**src/rtl/root_prenorm.sv**
```systemverilog
// Operand pre-normaliser for root_newton: shifts the operand left in
// 2-bit steps into [0.25,1), issues start and holds d until ready.
module root_prenorm (
  input  logic        clk,
  input  logic        clrn,
  input  logic [31:0] a,
  input  logic        a_valid,
  output logic        a_ready,
  output logic [31:0] d,
  output logic        start,
  input  logic        root_busy,
  input  logic        root_ready,
  output logic [3:0]  shift,
  output logic        zero,
  output logic        busy
);

  typedef enum logic [1:0] {
    ST_IDLE,
    ST_NORM,
    ST_ISSUE,
    ST_WAIT
  } state_t;

  state_t      r_state;
  state_t      w_nstate;
  logic [31:0] r_d;
  logic [31:0] w_d_n;
  logic [3:0]  r_shift;
  logic [3:0]  w_shift_n;
  logic        r_zero;
  logic        w_zero_n;
  logic        w_normed;

  assign w_normed = (r_d[31:30] != 2'b00);

  always_ff @(posedge clk) begin
    if (!clrn) begin
      r_state <= ST_IDLE;
      r_d     <= '0;
      r_shift <= '0;
      r_zero  <= 1'b0;
    end else begin
      r_state <= w_nstate;
      r_d     <= w_d_n;
      r_shift <= w_shift_n;
      r_zero  <= w_zero_n;
    end
  end

  always_comb begin
    w_nstate  = r_state;
    w_d_n     = r_d;
    w_shift_n = r_shift;
    w_zero_n  = 1'b0;
    unique case (r_state)
      ST_IDLE: begin
        if (a_valid) begin
          w_d_n     = a;
          w_shift_n = '0;
          if (a == 32'd0) w_zero_n = 1'b1;
          else            w_nstate = ST_NORM;
        end
      end
      ST_NORM: begin
        // a nonzero operand needs at most 15 steps, so shift cannot wrap
        if (!w_normed) begin
          w_d_n     = {r_d[29:0], 2'b00};
          w_shift_n = r_shift + 4'd1;
        end else if (!root_busy) begin
          w_nstate = ST_ISSUE;
        end
      end
      ST_ISSUE: w_nstate = ST_WAIT;
      ST_WAIT: begin
        if (root_ready) w_nstate = ST_IDLE;
      end
      default: w_nstate = ST_IDLE;
    endcase
  end

  assign a_ready = (r_state == ST_IDLE);
  assign busy    = !a_ready;
  assign start   = (r_state == ST_ISSUE);
  assign d       = r_d;
  assign shift   = r_shift;
  assign zero    = r_zero;

endmodule

```
**config.mk**
```make
export PLATFORM = sky130hd
export DESIGN_NAME = root_prenorm
export DESIGN_NICKNAME = d
export VERILOG_FILES = /design/src/rtl/root_prenorm.sv
export SDC_FILE = /design/constraint.sdc
export NUM_CORES = 1
export LEC_CHECK = 0
export BUFFER_PORTS_ARGS = -buffer_cell sky130_fd_sc_hd__buf_2
export CELL_PAD_IN_SITES_DETAIL_PLACEMENT = 1
export CELL_PAD_IN_SITES_GLOBAL_PLACEMENT = 2
export CORE_UTILIZATION = 30
export CTS_CLUSTER_SIZE = 16
export DETAILED_ROUTE_END_ITERATION = 7
export PLACE_DENSITY_LB_ADDON = 0.08
export SYNTH_ARGS = -nofsm -noshare
export SYNTH_HDL_FRONTEND = slang
export SYNTH_SLANG_ARGS = --single-unit
```
**constraint.sdc**
```tcl
create_clock -name clk -period 4.7 [get_ports clk]
set_input_delay 1.175 -clock clk [delete_from_list [all_inputs] [get_ports clk]]
set_output_delay 1.175 -clock clk [all_outputs]
set_load 0.02 [all_outputs]
```
==> flow_summary.json, run 1 <==
{
  "status": "complete, no violations",
  "power_frac_seq": 0.305,
  "p_sw_uw": 802.7,
  "placed_cell_area_um2": 2370,
  "muxShareOfSynthArea": 0.1598,
  "cts_setup_buffers": 0,
  "num_vias": 1782,
  "power_density_nw_per_um2": 713.8,
  "hold_path.class": "reg -> reg",
  "post_drt_wl_per_cell_um": 15.05,
  "rsz0062_at_grt": "false",
  "grt_overflow_total": 0,
  "switching_share": 0.4521,
  "final_nets": 320,
  "h-tree-depth": 2,
  "synth_compound_area_frac": 0.1772,
  "yosysSeqAreaShare": 0.4005,
  "drv_slew": 0,
  "cp.required_ps": 4890,
  "async_flop_share": 0,
  "r2r_cells": 7,
  "hold_path_depth": 2,
  "grt_pass1_wl_um": 8355,
  "grt.total_usage": 0.1625,
  "postRouteAntennaNets": 0,
  "die-area_um2": 6824,
  "power_frac_comb": 0.529,
  "ys.flop_type": "dfxtp_1",
  "core_area_um2": 6314,
  "design_area_um2": 2487,
  "fillerInstances": 792,
  "synth_xor_area_frac": 0,
  "path_max_fanout": 41,
  "row_count": 29,
  "tightest_slew_ps": 683.5,
  "route.detailed.drc": 0,
  "antenna_found_initial": 0,
  "synth_fa_ha_area_frac": 0.03851,
  "maxCapViolCount": 0,
  "synthTopCellsByCount": "dfxtp_1 (39), nor2_1 (34), a211oi_1 (31)",
  "max_freq_mhz": 398.5,
  "dp_hpwl_um": 3915,
  "clock-root-buffer": "clkbuf_8",
  "cp-start-kind": "input pin",
  "synth_simple_gate_area_frac": 0.1746,
  "drive_gt1_frac": 0.3525,
  "syn_area_um2": 1949,
  "fin_crit_sh": 0.5339,
  "synth.avg_cell_area_um2": 9.463,
  "ir_worst_vdd_uv": 405.2,
  "synth_top_family_by_area": "compound AO/OA/AOI/OAI gates",
  "drtIter0Drc": 45,
  "post-synth-top-count-cell": "dfxtp_1",
  "dpl.cell_count": 347,
  "leakage_nw": 1.105,
  "clk_latency_ps": 290,
  "ctsResizeCount": 0,
  "min_period_ps": 2509,
  "cp_num_cells": 6,
  "portBuffers": 76,
  "cts.sinks": 39,
  "crit_buf_inv": 2,
  "clkPwrFrac": 0.165,
  "cts_tree": "built",
  "hold_viol": 0,
  "vias_per_cell": 5.020,
  "synth.area.top_cells": "dfxtp_1 (40%), mux2i_1 (15%), a211oi_1 (12%)",
  "diodes": 0,
  "critPathMaxStageDelay_ps": 520,
  "worstSetupPathType": "in -> reg",
  "yosysUniqueCellTypes": 36,
  "endpoint_kind": "register",
  "gp_congestion": 0.6954,
  "initial_core_util": 0.3088,
  "synth_area_leader_cell": "dfxtp_1",
  "postCtsHoldBufs": 0,
  "fin_skew_ps": 9.421,
  "finalSetupViolations": 0,
  "fp.dieW_um": 82.61,
  "critical_path.cell_chain": "buf_2 > nand2b_1 > o211a_2 > buf_4 > nor2_1 > a211oi_1",
  "grt_pass1_vias": 1717,
  "die_height_um": 82.61,
  "cp_data_arrival_time_ps": 2700,
  "slowest_stage": "o211a_2",
  "synth_edf_count": 0,
  "synth-seq-cells": 39,
  "p_int_uw": 972.7,
  "yosys.area.top_type_share": 0.4005,
  "pin_count": 77,
  "finalSetupTns_ps": 0,
  "utilization": 0.3940,
  "syn_nets": 249,
  "relSlewSlack": 0.5437,
  "stdcell_count": 355,
  "syn_to_final_growth_pct": 27.60,
  "critical-path-top-delay-family": "compound AO/OA/AOI/OAI gates",
  "firstDrtPassIters": 4,
  "yosysWarnings": 0,
  "synthCells": 206,
  "grt_max_degree": 42,
  "numCtsBuffers": 5,
  "clk_path_buf_depth": 2,
  "drt-total-wl_um": 5341,
  "cts.clk_slew.worst_paths_ps": 80
}
==> registers in the layout, indices dropped and copies added (netlist names) <==
signal	count
d	32
shift	4
r_state	2
zero	1
==> logic make-up (layout without fill, tap and decap cells) <==
logic type,after synthesis,after routing
AND/OR/NAND/NOR,63,63
buffers and inverters,20,92
adder cells (fa/ha/maj),6,6
multiplexers,31,31
flip-flops,39,39
AO/OA/AOI/OAI,47,47
==> power groups by stage <==
stage                     Sequential, mW  Combinational, mW  Clock (mW)
after floorplan                    0.653              0.616           0
after global placement             0.550              0.944           0
after detailed placement           0.550              0.953           0
after CTS                          0.543              0.957       0.304
after global routing               0.559               1.05       0.316
final                              0.542              0.940       0.294
==> layout by cell type (no fill, tap or decap), types with 5 or more instances in the layout <==
cell,count
ha_1,5
dfxtp_1,39
clkbuf_8,6
mux2i_1,30
nand3_1,5
a21oi_1,5
nor4_1,5
a211oi_1,31
nor2_1,34
inv_1,5
nand2_1,6
buf_2,76
==> final timing paths <==
kind,from,end,slack [ps]
min reg2reg,d[1],d[1],480
min,d[1],d[1],480
max,a_valid,d[12],2190
max reg2reg,r_state[1],d[12],2340
==> through the flow <==
stage / hold WS [ps] / setup slack (ps) / total power, mW
3_5_place_dp: 476.1 / 1867 / 1.503
2_1_floorplan: 502.4 / 2368 / 1.269
5_1_grt: 508.5 / 2020 / 1.923
4_1_cts: 490.6 / 2188 / 1.805
6_report: 482.1 / 2191 / 1.775
3_3_place_gp: 471.2 / 1926 / 1.494
==> routing by layer <==
metal | vias to the layer above | track usage | wire [um]
met1 | 836 | 0.2179 | 2643
met2 | 41 | 0.2628 | 2411
li1 | 900 | - | -
met3 | 5 | 0.03297 | 242
met4 | 0 | 0.04655 | 44
met5 | - | 0 | 0
==> tightest hold or removal path, stage by stage (launching register included) <==
cell	delay, ps
dfxtp_1	330
nand2_1	60
a21oi_1	50
==> area by class of cell <==
class	instances	area (um2)	share of cell area
Multi-Input combinational cell	147	1075	0.4321
Sequential cell	39	780.7	0.3139
Timing Repair Buffer	78	395.4	0.1590
Tap cell	77	96.34	0.03873
Clock buffer	6	82.58	0.03320
Clock inverter	2	35.03	0.01408
Inverter	6	22.52	0.009054
(Power assumes the default switching activity.)
==> inputs of run 2 (changes only) <==
- ABC_AREA: unset -> 1
- CORE_UTILIZATION: 30 -> 25
- clock period: 4.7 -> 2.4 ns (I/O delays scaled with it)
==> flow_summary.json, run 2 <==
{
  "fin_crit_sh": 0.8530,
  "portBuffers": 76,
  "clock-root-buffer": "clkbuf_8",
  "tightest_slew_ps": 507.4,
  "synth.avg_cell_area_um2": 6.984,
  "row_count": 32,
  "worstSetupPathType": "reg -> reg",
  "largest_reg_flops": 32,
  "num_vias": 2116,
  "reg2reg_to": "shift[3]",
  "dpl.cell_count": 456,
  "drive_gt1_frac": 0.2486,
  "syn_to_final_growth_pct": 24.54,
  "pin_count": 77,
  "post-synth-top-count-cell": "nand2_1",
  "met3_usage": 0.03530,
  "grt_max_degree": 52,
  "use_met2": 0.2574,
  "r2r_start": "r_state[0]",
  "drt-total-wl_um": 6454,
  "endpoint_kind": "register",
  "syn_nets": 335,
  "vias_per_cell": 4.560,
  "cts.clk_slew.worst_paths_ps": 80,
  "ctsResizeCount": 0,
  "die_height_um": 92.32,
  "utilization": 0.3253,
  "yosysWarnings": 0,
  "gp_congestion": 0.6871,
  "grt_pass1_wl_um": 10250,
  "reg2reg_slack_ps": 350,
  "firstDrtPassIters": 4,
  "min_period_ps": 2047,
  "fp.dieW_um": 92.32,
  "ys.flop_type": "dfxtp_1",
  "yosysSeqAreaShare": 0.3828,
  "cp_data_arrival_time_ps": 2220,
  "finalSetupTns_ps": 0,
  "cp.required_ps": 2570,
  "path_max_fanout": 51,
  "grt_use_met1": 0.2046,
  "final_nets": 404,
  "cp-start-kind": "register",
  "initial_core_util": 0.2612,
  "h-tree-depth": 2,
  "r2r_cells": 9,
  "grt.total_usage": 0.1559,
  "mostFrequentLayoutCell": "buf_2",
  "async_flop_share": 0,
  "power_density_nw_per_um2": 1501,
  "stdcell_count": 464,
  "cts_tree": "built",
  "finalSetupViolations": 0,
  "leakage_nw": 1.336,
  "synthCells": 292,
  "ir_worst_vdd_uv": 536.0,
  "hold_path.class": "reg -> reg",
  "cts_setup_buffers": 0,
  "die-area_um2": 8523,
  "synth.area.top_cells": "dfxtp_1 (38%), nand2_1 (12%), nor2_1 (9.2%)",
  "synth_edf_count": 0,
  "drtIter0Drc": 46,
  "fillerInstances": 1028,
  "yosys.area.top_type_share": 0.3828,
  "top_usage_layer": "met2",
  "core_area_um2": 7807,
  "antenna_found_initial": 0,
  "syn_area_um2": 2039,
  "numCtsBuffers": 5,
  "maxCapViolCount": 0,
  "postCtsHoldBufs": 0,
  "relSlewSlack": 0.6582,
  "clk_latency_ps": 290,
  "crit_end": "shift[3]",
  "synth_area_leader_cell": "dfxtp_1",
  "setup.worst_path.start": "r_state[0]",
  "status": "complete, no violations",
  "cts.sinks": 39,
  "grt_pass1_vias": 2031,
  "drv_slew": 0,
  "total_power_mw": 3.813,
  "grt_overflow_total": 0,
  "synthTopCellsByCount": "nand2_1 (65), nor2_1 (50), dfxtp_1 (39)",
  "max_freq_mhz": 488.5,
  "diodes": 0,
  "fin_skew_ps": 6.158,
  "route.detailed.drc": 0,
  "layout_common_cells": "buf_2 (76), nand2_1 (65), nor2_1 (50), dfxtp_1 (39), o21ai_0 (29)",
  "dp_hpwl_um": 4740,
  "rsz0062_at_grt": "false",
  "hold_viol": 0,
  "clk_path_buf_depth": 2,
  "postRouteAntennaNets": 0,
  "yosysUniqueCellTypes": 22,
  "synth-seq-cells": 39,
  "whs_ps": 494.0,
  "post_drt_wl_per_cell_um": 13.91
}
==> run 2: metrics by stage <==
stage,setup slack (ps),cell area [um2]
after global placement,385.1,2459
after CTS,311.5,2540
final,352.9,2540
after detailed placement,325.9,2459
after floorplan,742.0,2039
after global routing,109.4,2540
==> run 2: power by group <==
group,internal [mW],switching [mW]
Combinational,0.705,1.48
Clock,0.204,0.239
Sequential,0.950,0.235
Total,1.86,1.95
==> run 2: cell families (layout without fill, tap and decap cells) <==
logic type / after synthesis / count (layout) / synth area share
xor gates and xnor gates: 1 / 1 / 0.004295
DFF: 39 / 39 / 0.3828
buffers and inverters: 44 / 114 / 0.1055
AOI/OAI and AO/OA: 54 / 54 / 0.1718
adders and majority gates: 6 / 6 / 0.03681
and+or+nand+nor: 148 / 148 / 0.2988
==> run 2: worst min path at each step <==
| stage | end | start | cells past startpoint |
|---|---|---|---|
| 5_1_grt | d[19] | d[19] | 2 |
| 6_report | d[0] | d[0] | 2 |
| 4_1_cts | d[0] | d[0] | 2 |
| 3_3_place_gp | d[0] | d[0] | 2 |
| 3_5_place_dp | d[0] | d[0] | 2 |
| 2_1_floorplan | r_state[1] | r_state[1] | 2 |
==> run 2: critical path, stage by stage (launching register included) <==
cell and delay (ps):
dfxtp_1 340, inv_1 110, ha_1 230, inv_2 60
o21ai_1 210, nand2_4 200, inv_4 430, nand2_1 120
xor2_1 150, nor2_1 50
==> run 2: cell type report <==
type                            instances  area (um2)  area share
Tap cell                              102       127.6     0.05025
Inverter                               27       103.9     0.04089
Timing Repair Buffer                   79       402.9      0.1586
Sequential cell                        39       780.7      0.3074
Clock buffer                            7       76.32     0.03005
Multi-Input combinational cell        209        1044      0.4108
Clock inverter                          1       5.005    0.001970
==> run 2: metal layers <==
| metal | wire length, um | vias to the layer above |
|---|---|---|
| met3 | 287 | 5 |
| met2 | 2938 | 45 |
| met5 | 0 | - |
| met1 | 3170 | 986 |
| met4 | 57 | 0 |
| li1 | - | 1080 |
==> inputs of run 3 (changes only) <==
- ABC_AREA: 1 -> unset
- CORE_UTILIZATION: 25 -> 28
==> flow_summary.json, run 3 (same netlist as run 1, synthesis figures left out) <==
{
  "status": "complete, no violations",
  "hold_viol": 0,
  "cts.sinks": 39,
  "firstDrtPassIters": 4,
  "cts.clk_slew.worst_paths_ps": 80,
  "fin_crit_sh": 0.8466,
  "cp_data_arrival_time_ps": 2240,
  "pre_cts_ws_ps": 256.2,
  "route.detailed.drc": 0,
  "layout_common_cells": "buf_2 (76), dfxtp_1 (39), nor2_1 (34), a211oi_1 (31), mux2i_1 (30)",
  "drv_slew": 0,
  "cp.required_ps": 2610,
  "finalSetupTns_ps": 0,
  "tightest_slew_ps": 689.8,
  "seqCellArea_um2": 780.7,
  "syn_to_final_growth_pct": 26.89,
  "diodes": 0,
  "largest_reg_flops": 32,
  "stdcell_count": 358,
  "grt_pass1_vias": 1771,
  "clk_path_buf_depth": 2,
  "whs_ps": 482.8,
  "dp_hpwl_um": 4155,
  "postRouteAntennaNets": 0,
  "multi_input_area_um2": 1075,
  "drtIter0Drc": 40,
  "drt-total-wl_um": 5569,
  "power_density_nw_per_um2": 1383,
  "drive_gt1_frac": 0.3489,
  "finalWorstSetupSlack_ps": 368.1,
  "ctsResizeCount": 0,
  "clock-root-buffer": "clkbuf_8",
  "num_vias": 1800,
  "antenna_found_initial": 0,
  "numCtsBuffers": 5,
  "post_drt_wl_per_cell_um": 15.56,
  "endpoint_kind": "register",
  "clk_latency_ps": 290,
  "min_period_ps": 2032,
  "design_area_um2": 2474,
  "placed_cell_area_um2": 2401,
  "leakage_nw": 1.096,
  "max_freq_mhz": 492.1,
  "rsz0062_at_grt": "false",
  "grt_pass1_wl_um": 9142,
  "fp.dieW_um": 85.44,
  "fin_skew_ps": 5.496,
  "cts_setup_buffers": 0,
  "row_count": 30,
  "pin_count": 77,
  "vias_per_cell": 5.028,
  "postCtsHoldBufs": 0,
  "utilization": 0.3661,
  "finalSetupViolations": 0,
  "grt.total_usage": 0.1610,
  "path_max_fanout": 6,
  "grt_overflow_total": 0,
  "die_height_um": 85.44,
  "h-tree-depth": 2,
  "final_nets": 322,
  "ir_worst_vdd_uv": 457.3,
  "gp_congestion": 0.7112,
  "total_power_mw": 3.420,
  "worstSetupPathType": "reg -> reg",
  "grt_max_degree": 48,
  "mostFrequentLayoutCell": "buf_2",
  "die-area_um2": 7300,
  "dpl.cell_count": 352,
  "maxCapViolCount": 0,
  "cp-start-kind": "register",
  "initial_core_util": 0.2885,
  "fillerInstances": 824,
  "relSlewSlack": 0.5395,
  "portBuffers": 76,
  "hold_path.class": "reg -> reg",
  "core_area_um2": 6756,
  "cts_tree": "built"
}
run 3: cell count changes in the layout (fill, tap and decap cells not counted), sizes merged, moves of 15 or more:
cell,delta
a211oi,+31
nand2,-60
nand3,-21
mux2i,+30
nor2,-16
o211a,-15
inv,-21
o21ai,-30
run 3: where the power goes:
| part | internal, mW | switching [mW] | total (mW) |
|---|---|---|---|
| logic | 0.756 | 1.19 | 1.95 |
| clock network | 0.194 | 0.219 | 0.413 |
| registers | 0.877 | 0.180 | 1.06 |
| total | 1.83 | 1.59 | 3.42 |
run 3: path summary, 6_finish.rpt:
kind | start | end | slack [ps] | cells after the start
setup / recovery | r_state[0] | r_state[1] | 370 | 6
hold / removal | d[1] | d[1] | 480 | 2
setup reg to reg | r_state[0] | r_state[1] | 370 | 6
hold reg to reg | d[1] | d[1] | 480 | 2
run 3: layout make-up:
class	instances	area share
Clock buffer	6	0.02934
Timing Repair Buffer	80	0.1710
Multi-Input combinational cell	147	0.4345
Inverter	6	0.009105
Tap cell	80	0.04047
Sequential cell	39	0.3156
run 3: worst max-delay path, cell delays in order (launching register included):
cell and delay [ps]:
dfxtp_1 340, inv_1 130, ha_1 300, nor4b_2 290, nand4_1 230, or4_1 560
o211ai_1 110
run 3: per-layer routing:
layer,vias to the layer above,wire length (um),GRT usage
met5,-,0,0
met4,0,57,0.04091
met3,7,230,0.03405
met2,41,2507,0.2538
met1,852,2774,0.2237
li1,900,-,-
